`src/rtl/apb_bridge_pkg.sv`:
```
// Shared types and width helpers for the APB side of the AHB-to-APB bridge.
// The command/response structs describe the FIFO word layouts at the default
// 32-bit address/data widths. Modules with other widths derive field
// positions from cmd_w()/rsp_w().
package apb_bridge_pkg;

    localparam int DEF_ADDR_W = 32;
    localparam int DEF_DATA_W = 32;

    // Command word: {write, strb, addr, wdata}
    function automatic int cmd_w(input int aw, input int dw);
        return 1 + dw / 8 + aw + dw;
    endfunction

    // Response word: {timeout, slverr, rdata}
    function automatic int rsp_w(input int dw);
        return dw + 2;
    endfunction

    typedef enum logic [2:0] {
        ST_IDLE,
        ST_FETCH,
        ST_SETUP,
        ST_ACCESS,
        ST_RESP
    } apb_state_t;

    typedef struct packed {
        logic                    write;
        logic [DEF_DATA_W/8-1:0] strb;
        logic [DEF_ADDR_W-1:0]   addr;
        logic [DEF_DATA_W-1:0]   wdata;
    } apb_cmd_t;

    typedef struct packed {
        logic                  timeout;
        logic                  slverr;
        logic [DEF_DATA_W-1:0] rdata;
    } apb_rsp_t;

endpackage

```
`src/rtl/apb_timeout_cnt.sv`:
```
// PREADY timeout counter for the ACCESS phase.
// Ports:
//   rclk, reset : clock, synchronous active-high reset
//   clr         : clear the count (asserted in the cycle before ACCESS)
//   en          : high while in ACCESS
//   pready      : slave ready; a ready cycle never counts and never expires
//   expired     : combinational abort strobe, high in the last permitted
//                 ACCESS cycle when the slave is still not ready
// TIMEOUT = 0 disables the abort entirely.
module apb_timeout_cnt #(
    parameter int TIMEOUT = 256
) (
    input  logic rclk,
    input  logic reset,
    input  logic clr,
    input  logic en,
    input  logic pready,
    output logic expired
);

    localparam int CW = (TIMEOUT > 1) ? $clog2(TIMEOUT) : 1;

    generate
        if (TIMEOUT == 0) begin : g_off
            logic unused_inputs;
            assign unused_inputs = ^{rclk, reset, clr, en, pready};
            assign expired = 1'b0;
        end else begin : g_on
            localparam logic [CW-1:0] LAST = CW'(TIMEOUT - 1);
            logic [CW-1:0] cnt;

            always_ff @(posedge rclk) begin
                if (reset || clr)
                    cnt <= '0;
                else if (en && !pready)
                    cnt <= cnt + 1'b1;
            end

            // The count equals the number of wait cycles already spent, so
            // the TIMEOUT-th unready cycle is the one where cnt hits LAST.
            assign expired = en && !pready && (cnt == LAST);
        end
    endgenerate

endmodule

```
`src/rtl/apb_cmd_master.sv`:
```
// APB command master: pops commands from the clock-crossing command FIFO,
// runs one APB transfer each, pushes one response per command.
// Ports:
//   rclk, reset          : APB clock, synchronous active-high reset
//   cmd_empty/ren/rdata  : command FIFO read side (rdata valid cycle after ren)
//   rsp_full/wen/wdata   : response FIFO write side
//   psel..pstrb          : APB master outputs (registered)
//   pready/pslverr/prdata: APB slave response
//   busy                 : FSM not in IDLE
//   err_count            : saturating count of slverr/timeout responses pushed
module apb_cmd_master
    import apb_bridge_pkg::*;
#(
    parameter int ADDR_W  = 32,
    parameter int DATA_W  = 32,
    parameter int TIMEOUT = 256
) (
    input  logic                          rclk,
    input  logic                          reset,
    input  logic                          cmd_empty,
    output logic                          cmd_ren,
    input  logic [cmd_w(ADDR_W,DATA_W)-1:0] cmd_rdata,
    input  logic                          rsp_full,
    output logic                          rsp_wen,
    output logic [rsp_w(DATA_W)-1:0]      rsp_wdata,
    output logic                          psel,
    output logic                          penable,
    output logic                          pwrite,
    output logic [ADDR_W-1:0]             paddr,
    output logic [DATA_W-1:0]             pwdata,
    output logic [DATA_W/8-1:0]           pstrb,
    input  logic                          pready,
    input  logic                          pslverr,
    input  logic [DATA_W-1:0]             prdata,
    output logic                          busy,
    output logic [15:0]                   err_count
);

    localparam int STRB_W = DATA_W / 8;
    localparam int CMD_W  = cmd_w(ADDR_W, DATA_W);
    localparam int RSP_W  = rsp_w(DATA_W);

    apb_state_t state;

    logic              c_write;
    logic [STRB_W-1:0] c_strb;
    logic [ADDR_W-1:0] c_addr;
    logic [DATA_W-1:0] c_wdata;

    assign c_write = cmd_rdata[CMD_W-1];
    assign c_strb  = cmd_rdata[DATA_W+ADDR_W +: STRB_W];
    assign c_addr  = cmd_rdata[DATA_W +: ADDR_W];
    assign c_wdata = cmd_rdata[DATA_W-1:0];

    logic to_clr, to_en, to_expired;
    assign to_clr = (state == ST_SETUP);
    assign to_en  = (state == ST_ACCESS);

    apb_timeout_cnt #(.TIMEOUT(TIMEOUT)) u_timeout (
        .rclk    (rclk),
        .reset   (reset),
        .clr     (to_clr),
        .en      (to_en),
        .pready  (pready),
        .expired (to_expired)
    );

    // FIFO strobes are decoded so RESP can push and pop in the same cycle.
    // Gated by reset so nothing moves in either FIFO while reset is held.
    logic rsp_go, rsp_err;
    assign rsp_go  = !reset && (state == ST_RESP) && !rsp_full;
    assign rsp_wen = rsp_go;
    assign cmd_ren = !reset && !cmd_empty && ((state == ST_IDLE) || rsp_go);
    assign rsp_err = rsp_wdata[RSP_W-1] | rsp_wdata[RSP_W-2];

    always_ff @(posedge rclk) begin
        if (reset) begin
            state     <= ST_IDLE;
            psel      <= 1'b0;
            penable   <= 1'b0;
            pwrite    <= 1'b0;
            paddr     <= '0;
            pwdata    <= '0;
            pstrb     <= '0;
            rsp_wdata <= '0;
            busy      <= 1'b0;
            err_count <= '0;
        end else begin
            case (state)
                ST_IDLE: begin
                    if (!cmd_empty) begin
                        state <= ST_FETCH;
                        busy  <= 1'b1;
                    end
                end
                // The APB output registers double as the command register;
                // they hold from SETUP through the last ACCESS cycle.
                ST_FETCH: begin
                    psel   <= 1'b1;
                    pwrite <= c_write;
                    paddr  <= c_addr;
                    pwdata <= c_write ? c_wdata : '0;
                    pstrb  <= c_write ? c_strb  : '0;
                    state  <= ST_SETUP;
                end
                ST_SETUP: begin
                    penable <= 1'b1;
                    state   <= ST_ACCESS;
                end
                ST_ACCESS: begin
                    // pready in the expiry cycle wins: checked first.
                    if (pready) begin
                        rsp_wdata <= {1'b0, pslverr, (pwrite ? {DATA_W{1'b0}} : prdata)};
                        psel      <= 1'b0;
                        penable   <= 1'b0;
                        state     <= ST_RESP;
                    end else if (to_expired) begin
                        rsp_wdata <= {1'b1, 1'b0, {DATA_W{1'b0}}};
                        psel      <= 1'b0;
                        penable   <= 1'b0;
                        state     <= ST_RESP;
                    end
                end
                ST_RESP: begin
                    if (!rsp_full) begin
                        if (rsp_err && (err_count != 16'hFFFF))
                            err_count <= err_count + 16'd1;
                        if (!cmd_empty) begin
                            state <= ST_FETCH;
                        end else begin
                            state <= ST_IDLE;
                            busy  <= 1'b0;
                        end
                    end
                end
                default: begin
                    state <= ST_IDLE;
                    busy  <= 1'b0;
                end
            endcase
        end
    end

endmodule

```
`config.mk`:
```
export PLATFORM = sky130hd
export DESIGN_NAME = apb_cmd_master
export DESIGN_NICKNAME = d
export VERILOG_FILES = /design/src/rtl/apb_bridge_pkg.sv /design/src/rtl/apb_timeout_cnt.sv /design/src/rtl/apb_cmd_master.sv
export SDC_FILE = /design/constraint.sdc
export NUM_CORES = 1
export LEC_CHECK = 0
export ABC_AREA = 1
export ABC_CLOCK_PERIOD_IN_PS = 1600
export BUFFER_PORTS_ARGS = -buffer_cell sky130_fd_sc_hd__buf_2
export CORE_ASPECT_RATIO = 0.8
export CORE_MARGIN = 2
export CORE_UTILIZATION = 43
export CTS_BUF_LIST = sky130_fd_sc_hd__clkbuf_16
export CTS_CLUSTER_SIZE = 28
export DETAILED_ROUTE_END_ITERATION = 10
export HOLD_SLACK_MARGIN = 0.15
export PLACE_DENSITY = 0.74
export SYNTH_ARGS = -nofsm -noshare
export SYNTH_HDL_FRONTEND = slang
export SYNTH_SLANG_ARGS = --single-unit
```
`constraint.sdc`:
```
create_clock -name rclk -period 1.6 [get_ports rclk]
set_clock_uncertainty 0.05 [all_clocks]
set_input_delay 0.16 -clock rclk [delete_from_list [all_inputs] [get_ports rclk]]
set_output_delay 0.16 -clock rclk [all_outputs]
set_load 0.05 [all_outputs]
```
# Word-level counts from Yosys, hierarchy flattened
# Index checks and enable logic that the tools add are counted.
# totals
regBits	133
latch_bits	0
ram_bits	0
romBits	0
inputBits	107
out_inout_bits	124
wordCells	69
mem_count	0
# op_classes
n_addsub	2
n_mul	0
n_div	0
order_cmp	0
eq_ne	10
n_shift	0
n_mux	19
n_bitwise	3
reduce_logical	24
# op_table
operator	count
$mux 34	2
$mux 32	2
$add 16x1->16 const B	1
$ne 16x16->1 const B	1
$pmux 3 s5	1
$mux 3	4
$add 8x1->8 const B	1
$eq 8x8->1 const B	1
$logic_and 1x1->1	7
$eq 3x2->1 const B	2
$mux 1	6
$ne 2x2->1 const B	3
$reduce_and 2->1	3
$reduce_and 3->1	2
$reduce_bool 2->1	3
$logic_not 1->1	4
$mux 4	1
$pmux 1 s2	2
$reduce_and 4->1	1
$eq 3x1->1 const B	1
$eq 3x3->1 const B	1
$logic_not 3->1	1
$ne 3x3->1 const B	1
$pmux 1 s3	1
other kinds (4)	6

# Longest topological paths before layout
# Gate-level depths: netlist of the first run.
# logic_depth
ltp_word	6
ltp_mapped	10
mapped_depth_nobuf	10

# By module
# A second synthesis of the first run with hierarchy kept.
# unflattened
hier_cells	732
area_unflattened_um2	5406.4
# modules_own_cells
module	instances	cells_each	area_each_um2	seq_area_each_um2
apb_cmd_master	1	674	5002.3	2502.4
apb_timeout_cnt	1	58	404.1	160.2

# Worst setup path after synthesis of the first run
# Ideal clock, no wire load.
# synth_path
kind	flip-flop to flip-flop
from	reg err_count[0]
to	reg err_count[7]
setup_time_ns	0.117
arrival_time_ns	1.803
required_time_ns	1.433
setup_slack_ns	-0.370
stages_incl_launch_ff	10
n_path_buf	1
path_cell_list	dfxtp_1 > ha_1 > nand2_1 > nor2_2 > nand2_2 > nor2_1 > nor2_2 > buf_4 > a21oi_1 > nor2_1
# synth_between
elab_chain_cells	3
# synth_lines
element	line	text
start: declaration	apb_cmd_master.sv:36	output logic [15:0] err_count
start signal: assignment	apb_cmd_master.sv:127	err_count <= err_count + 16'd1;
parallel branches: the longest is 3 deep, another holds $add 16x1->16	-	
# Several ways; the timed one is not identified.
# A chain may end at the register's enable or synchronous reset.

# Final worst setup path of the first run
# layout_path
from	reg state[1]
to	out cmd_ren
# layout_between
elab_chain_cells	5
# layout_lines
element	line	text
start: declaration	apb_cmd_master.sv:43	apb_state_t state;
start signal: assignment	apb_cmd_master.sv:78	state <= ST_IDLE;
start signal: assignment	apb_cmd_master.sv:92	state <= ST_FETCH;
start signal: assignment	apb_cmd_master.sv:104	state <= ST_SETUP;
$eq 3x3->1	apb_cmd_master.sv:71	assign rsp_go = !reset && (state == ST_RESP) && !rsp_full;
$logic_and 1x1->1 (2 in series)	apb_cmd_master.sv:71	
$logic_or 1x1->1 *	apb_cmd_master.sv:73	assign cmd_ren = !reset && !cmd_empty && ((state == ST_IDLE) || rsp_go);
$logic_and 1x1->1 *	apb_cmd_master.sv:73	
end: declaration	apb_cmd_master.sv:21	output logic cmd_ren,
# Mark *: on every way between the ends. The rest lies on a longest branch, timed or not.

==> results.py, run 1 <==
metrics = {
    "status": {
        "outcome": "finished clean",
    },
    "pwr": {
        "ir_drop_uv": 856,
        "p_leak_nw": 4.14,
        "power_density_nw_per_um2": 1100,
        "power.total_mw": 9.61,
        "p_int_mw": 6.49,
        "p_seq_share_pct": 37.9,
        "clockPowerShare_pct": 40.8,
        "combPwrFrac_pct": 21.3,
        "p_sw_mw": 3.12,
        "swShare_pct": 32.4,
    },
    "timing": {
        "rsz0062_at_grt": "true",
        "hold_viol_final": 0,
        "period_share_pct": 99.6,
        "finalSetupViolations": 0,
        "post-route-min-period_ps": 1590,
        "max-slew-margin-rel_pct": 68.3,
        "tightest_slew_ps": 474,
        "slew_viol_final": 0,
        "fmax_ghz": 0.628,
        "setup_tns_ps": 0,
    },
    "place": {
        "io_buffers": 230,
        "place_hpwl_um": 11400,
        "gp_congestion": 0.841,
    },
    "worst_setup_path": {
        "critical_path.max_fanout": 4,
        "crit_path_start": "state[1]",
        "cp_data_required_time_ps": 1390,
        "cp.arrival_ps": 1380,
        "rr_startpoint": "state[2]",
        "criticalPathCategory": "flop to primary output",
        "startpoint_type": "flop",
        "crit_path_end_kind": "primary output",
    },
    "logic_synthesis": {
        "async_flop_share_pct": 0,
        "synth_fp_nets": 847,
        "synth-seq-cells": 133,
        "synth_top_area_share_pct": 48.8,
        "synth_commonest_cells": "133 x dfxtp_1, 130 x nor2_1, 118 x nand2_1",
        "yosysMostFrequentCell": "dfxtp_1",
        "synth_warnings": 0,
        "seq_area_frac_synth_pct": 48.8,
        "synthCells": 738,
        "synthDistinctLibCells": 31,
        "netlist.top_cell.by_area": "dfxtp_1",
        "synth_area_um2": 5460,
        "ys.flop_type": "dfxtp_1",
        "synth_edf_count": 0,
        "syn_area_per_cell_um2": 7.40,
        "yosys-top-cells-area": "dfxtp_1 49%, nor2_1 8.9%, nand2_1 8.1%, nand3_1 7.2%, a21oi_1 6.6%",
    },
    "grt": {
        "gr-usage-all-layers_pct": 27.8,
        "grt_start_max_net_pins": 70,
        "grt_pass1_wl_um": 30400,
        "grt_pass1_vias": 6283,
        "antenna_found_initial": 1,
        "overflow": 0,
    },
    "route": {
        "highest_layer": "met4",
        "drt-met1-wl_um": 7730,
        "viasPerCell": 5.09,
        "ant_nets": 0,
        "met2_length_um": 9350,
        "drt-initial-drc-count": 473,
        "firstDrtPassIters": 5,
        "num_vias": 6449,
        "met3WireLength_um": 1320,
        "drc": 0,
        "wl_per_cell_um": 15.2,
        "wl_um": 19300,
    },
    "finish": {
        "nets": 1191,
        "fin_util_pct": 70.9,
        "drive_gt1_share_pct": 32.5,
        "syn2layout_area_growth_pct": 59.6,
    },
    "floorplanning": {
        "initial_core_util_pct": 44.4,
        "num_io_pins": 231,
        "design.die.area_um2": 13600,
        "die_h_um": 105,
        "rows": 36,
        "core_area_um2": 12300,
        "dieWidth_um": 130,
    },
    "cts": {
        "cts_tree": "yes",
        "clockRootBuffer": "clkbuf_16",
        "cts_max_level": 4,
        "clk_latency_ps": 410,
        "cts_buffers": 17,
        "clkSlewWorstSetupHoldPaths_ps": 60,
        "cts_buffer_depth": 2,
        "cts_sinks": 133,
    },
    "worst_hold_path": {
        "min_from": "reset",
        "hold_path.class": "input pin to flop",
    },
    "run": {
        "drv_cap": 0,
    },
}
## sequential cells by signal (all words and copies together) (netlist names)
name / flops
pwdata: 32
rsp_wdata: 34
pwrite: 1
pstrb: 4
busy: 1
u_timeout.g_on.cnt: 8
penable: 1
paddr: 32
psel: 1
state: 3
err_count: 16
## cell families after synthesis
| kind of cell | synth area share [%] |
|---|---|
| AO/OA/AOI/OAI | 13.4 |
| XOR/XNOR | 0.939 |
| adder cells (fa/ha/maj) | 0.458 |
| buffers and inverters | 7.10 |
| flip-flops | 48.8 |
| AND/OR/NAND/NOR | 29.3 |
## layout by cell type (no fill, tap or decap), types with 2 or more instances in the layout
cell type      count
nor3_4             2
inv_6              5
nor2_4             6
buf_2            227
inv_8              2
nand2_1          115
nand4_1           21
dfxtp_1          113
a22oi_1           12
dfxtp_4            4
nand3_4            2
nand2_2            5
inv_1             39
clkbuf_16         17
o21ai_1            3
xor2_1             3
nor2_2             5
a21oi_2            3
nor2_1           127
o21ai_0           48
dlygate4sd3_1    104
bufinv_16          2
a21oi_1           69
dfxtp_2           16
buf_6              3
nand3_1           78
clkinv_4           2
o22ai_1            2
buf_12             2
inv_2              7
nand2_4            3
buf_4             33
## worst paths after layout
check / endpoint / slack [ps] / cells past startpoint
min reg2reg: psel / 400 / 2
max: cmd_ren / 7 / 4
min: busy / 170 / 4
max reg2reg: pwdata[14] / 70 / 5
## critical path, stage by stage (launching register included)
cell	delay (ps)
dfxtp_4	370
nor2_4	170
nand3_4	100
a21oi_2	170
buf_6	170
## metal layers
metal | GRT usage (%) | vias to the layer above
met5 | 0 | -
met4 | 13.1 | 0
met3 | 7.48 | 73
met2 | 46.0 | 294
met1 | 33.5 | 2951
li1 | - | 3131
## stage by stage
step | cell area (µm²) | cells | worst slack [ps] | hold slack (ps)
finish | 8720 | 1267 | 7.13 | 165
global route | 8720 | 1267 | -50.6 | 212
CTS | 8580 | 1260 | -65.1 | 151
detailed placement | 6920 | 1124 | -82.1 | 338
global placement | 6920 | 1124 | -47.4 | 331
floorplan | 5510 | 738 | 4.68 | 245
## repair_timing
action,CTS,global route
setup buffers,0,4
endpoints found under the setup margin,23,49
gates cloned,0,2
hold buffers,104,0
hold endpoints to repair,103,0
resized for setup,8,31
pin swaps,0,7
## power groups by stage
stage | Sequential, mW | Combinational [mW] | Clock [mW]
floorplan | 4.39 | 0.546 | 0
global placement | 3.70 | 1.76 | 0
detailed placement | 3.70 | 1.77 | 0
CTS | 3.63 | 1.98 | 3.96
global route | 3.67 | 2.18 | 4.13
finish | 3.65 | 2.05 | 3.92
## area by class of cell
class	instances	area (µm²)
fillers	913	3580
flip-flops and latches	133	2700
multi-input cells	514	2530
repair buffers	370	2510
clock buffers	17	425
well taps	171	214
inverters	46	173
clock inverters	15	166
diodes	1	2.50
(Power assumes the default switching activity.)
==> run 2: changes to the inputs <==
SETUP_SLACK_MARGIN = 0.1   (was not set)
==> results.py, run 2 (synthesis gave the netlist of run 1 again) <==
metrics = {
    "route": {
        "firstDrtPassIters": 5,
        "wl_per_cell_um": 16.5,
        "ant_nets": 0,
        "drt-initial-drc-count": 541,
        "drc": 0,
        "num_vias": 6714,
        "viasPerCell": 5.29,
        "wl_um": 20900,
    },
    "floorplanning": {
        "dieWidth_um": 130,
        "initial_core_util_pct": 44.4,
        "die_h_um": 105,
        "rows": 36,
        "core_area_um2": 12300,
        "design.die.area_um2": 13600,
        "num_io_pins": 231,
    },
    "timing": {
        "slew_viol_final": 0,
        "post-route-min-period_ps": 1610,
        "hold_viol_final": 0,
        "setup_tns_ps": -18.4,
        "tightest_slew_ps": 787,
        "max-slew-margin-rel_pct": 47.5,
        "fin_ws_ps": -10.6,
        "fmax_ghz": 0.621,
        "rsz0062_at_grt": "true",
        "period_share_pct": 101,
        "finalSetupViolations": 2,
        "hold_ws_ps": 208,
    },
    "finish": {
        "syn2layout_area_growth_pct": 66.3,
        "top_regs": "rsp_wdata x34, paddr x32, pwdata x32",
        "regMostFlops": "rsp_wdata",
        "mostFrequentLayoutCells": "228 x buf_2, 116 x nor2_1, 111 x dfxtp_1, 107 x nand2_1, 104 x dlygate4sd3_1",
        "final_cell_area_um2": 9080,
        "fin_util_pct": 73.9,
        "layout_commonest_cell": "buf_2",
        "multi_input_area_um2": 2770,
        "nets": 1194,
        "largest_reg_flops": 34,
        "drive_gt1_share_pct": 36.4,
        "seq_area_um2": 2700,
        "n_antenna_cell": 0,
        "layoutNonFillerInstCount": 1269,
        "n_fill_cell": 860,
    },
    "worst_setup_path": {
        "critical_path.max_fanout": 3,
        "cp.arrival_ps": 1400,
        "rr_endpoint": "err_count[12]",
        "rrSetupSlack_ps": -10,
        "crit_path_end_kind": "primary output",
        "rr_startpoint": "state[1]",
        "criticalPathCategory": "flop to primary output",
        "cp_data_required_time_ps": 1390,
        "reg2regPathDepth": 11,
        "startpoint_type": "flop",
    },
    "place": {
        "place_area_um2": 6920,
        "place_hpwl_um": 11300,
        "dp_slack_ps": -21.3,
        "gp_congestion": 0.869,
        "placed_cells": 1115,
        "io_buffers": 230,
    },
    "cts": {
        "cts_buffer_depth": 2,
        "clk_latency_ps": 410,
        "cts_buffers": 17,
        "cts_tree": "yes",
        "cts_sinks": 133,
        "clkSlewWorstSetupHoldPaths_ps": 60,
        "cts_max_level": 4,
        "clockRootBuffer": "clkbuf_16",
    },
    "status": {
        "violations": "negative setup slack",
        "outcome": "finished, violations left",
    },
    "worst_hold_path": {
        "worstHoldEndpoint": "rsp_wdata[31]",
        "hold_path.class": "input pin to flop",
        "holdPathStages": 3,
        "min_from": "reset",
    },
    "pwr": {
        "power.total_mw": 9.77,
        "p_leak_nw": 4.27,
        "power_density_nw_per_um2": 1080,
        "ir_drop_uv": 826,
    },
    "grt": {
        "antenna_found_initial": 0,
        "grt_pass1_wl_um": 31400,
        "grt_pass1_vias": 6461,
        "grt_start_max_net_pins": 70,
        "overflow": 0,
        "gr-usage-all-layers_pct": 28.7,
    },
    "run": {
        "drv_cap": 0,
    },
}
run 2: how the worst max path moves through the flow:
stage | start | to | slack [ps]
2_1_floorplan | err_count[1] | err_count[7] | 50
3_3_place_gp | err_count[0] | err_count[0] | 40
3_5_place_dp | err_count[0] | err_count[5] | -20
4_1_cts | state[1] | cmd_ren | -5
5_1_grt | state[1] | err_count[12] | -120
6_report | state[1] | cmd_ren | -10
run 2: where the power goes:
part,leakage [nW],internal (mW),switching (mW)
Clock,0.290,2.34,1.59
Combinational,2.88,0.701,1.49
Sequential,1.09,3.52,0.128
Total,4.27,6.56,3.20
run 2: repair_timing:
item / CTS / global route
buffers inserted: 7 / 7
pin swaps: 5 / 23
hold buffers: 104 / 0
endpoints found under the hold margin: 108 / 0
resized for setup: 23 / 70
setup endpoints to repair: 27 / 109
gates cloned: 0 / 4
run 2: per-layer routing:
layer  share of wire [%]  wire length, µm  global-route usage (%)  vias up
li1                    -                -                       -     3138
met1                  39             8160                    34.6     3141
met2                  49            10300                    47.8      351
met3                 7.2             1500                    6.55       84
met4                 4.3              888                    14.1        0
met5                   0                0                       0        -
run 2: critical path, stage by stage, from the launching register on:
cell     delay, ps
dfxtp_4        350
nor2_4         110
nand3_2         70
buf_6          140
a21oi_4        150
buf_6          170
run 2: cell type report:
| class | count | share of cell area, % |
|---|---|---|
| timing repair buffer | 374 | 29.0 |
| sequential | 133 | 29.7 |
| clock buffer | 17 | 4.68 |
| inverter | 46 | 1.90 |
| multi-input combinational | 513 | 30.5 |
| tap | 171 | 2.36 |
| clock inverter | 15 | 1.85 |
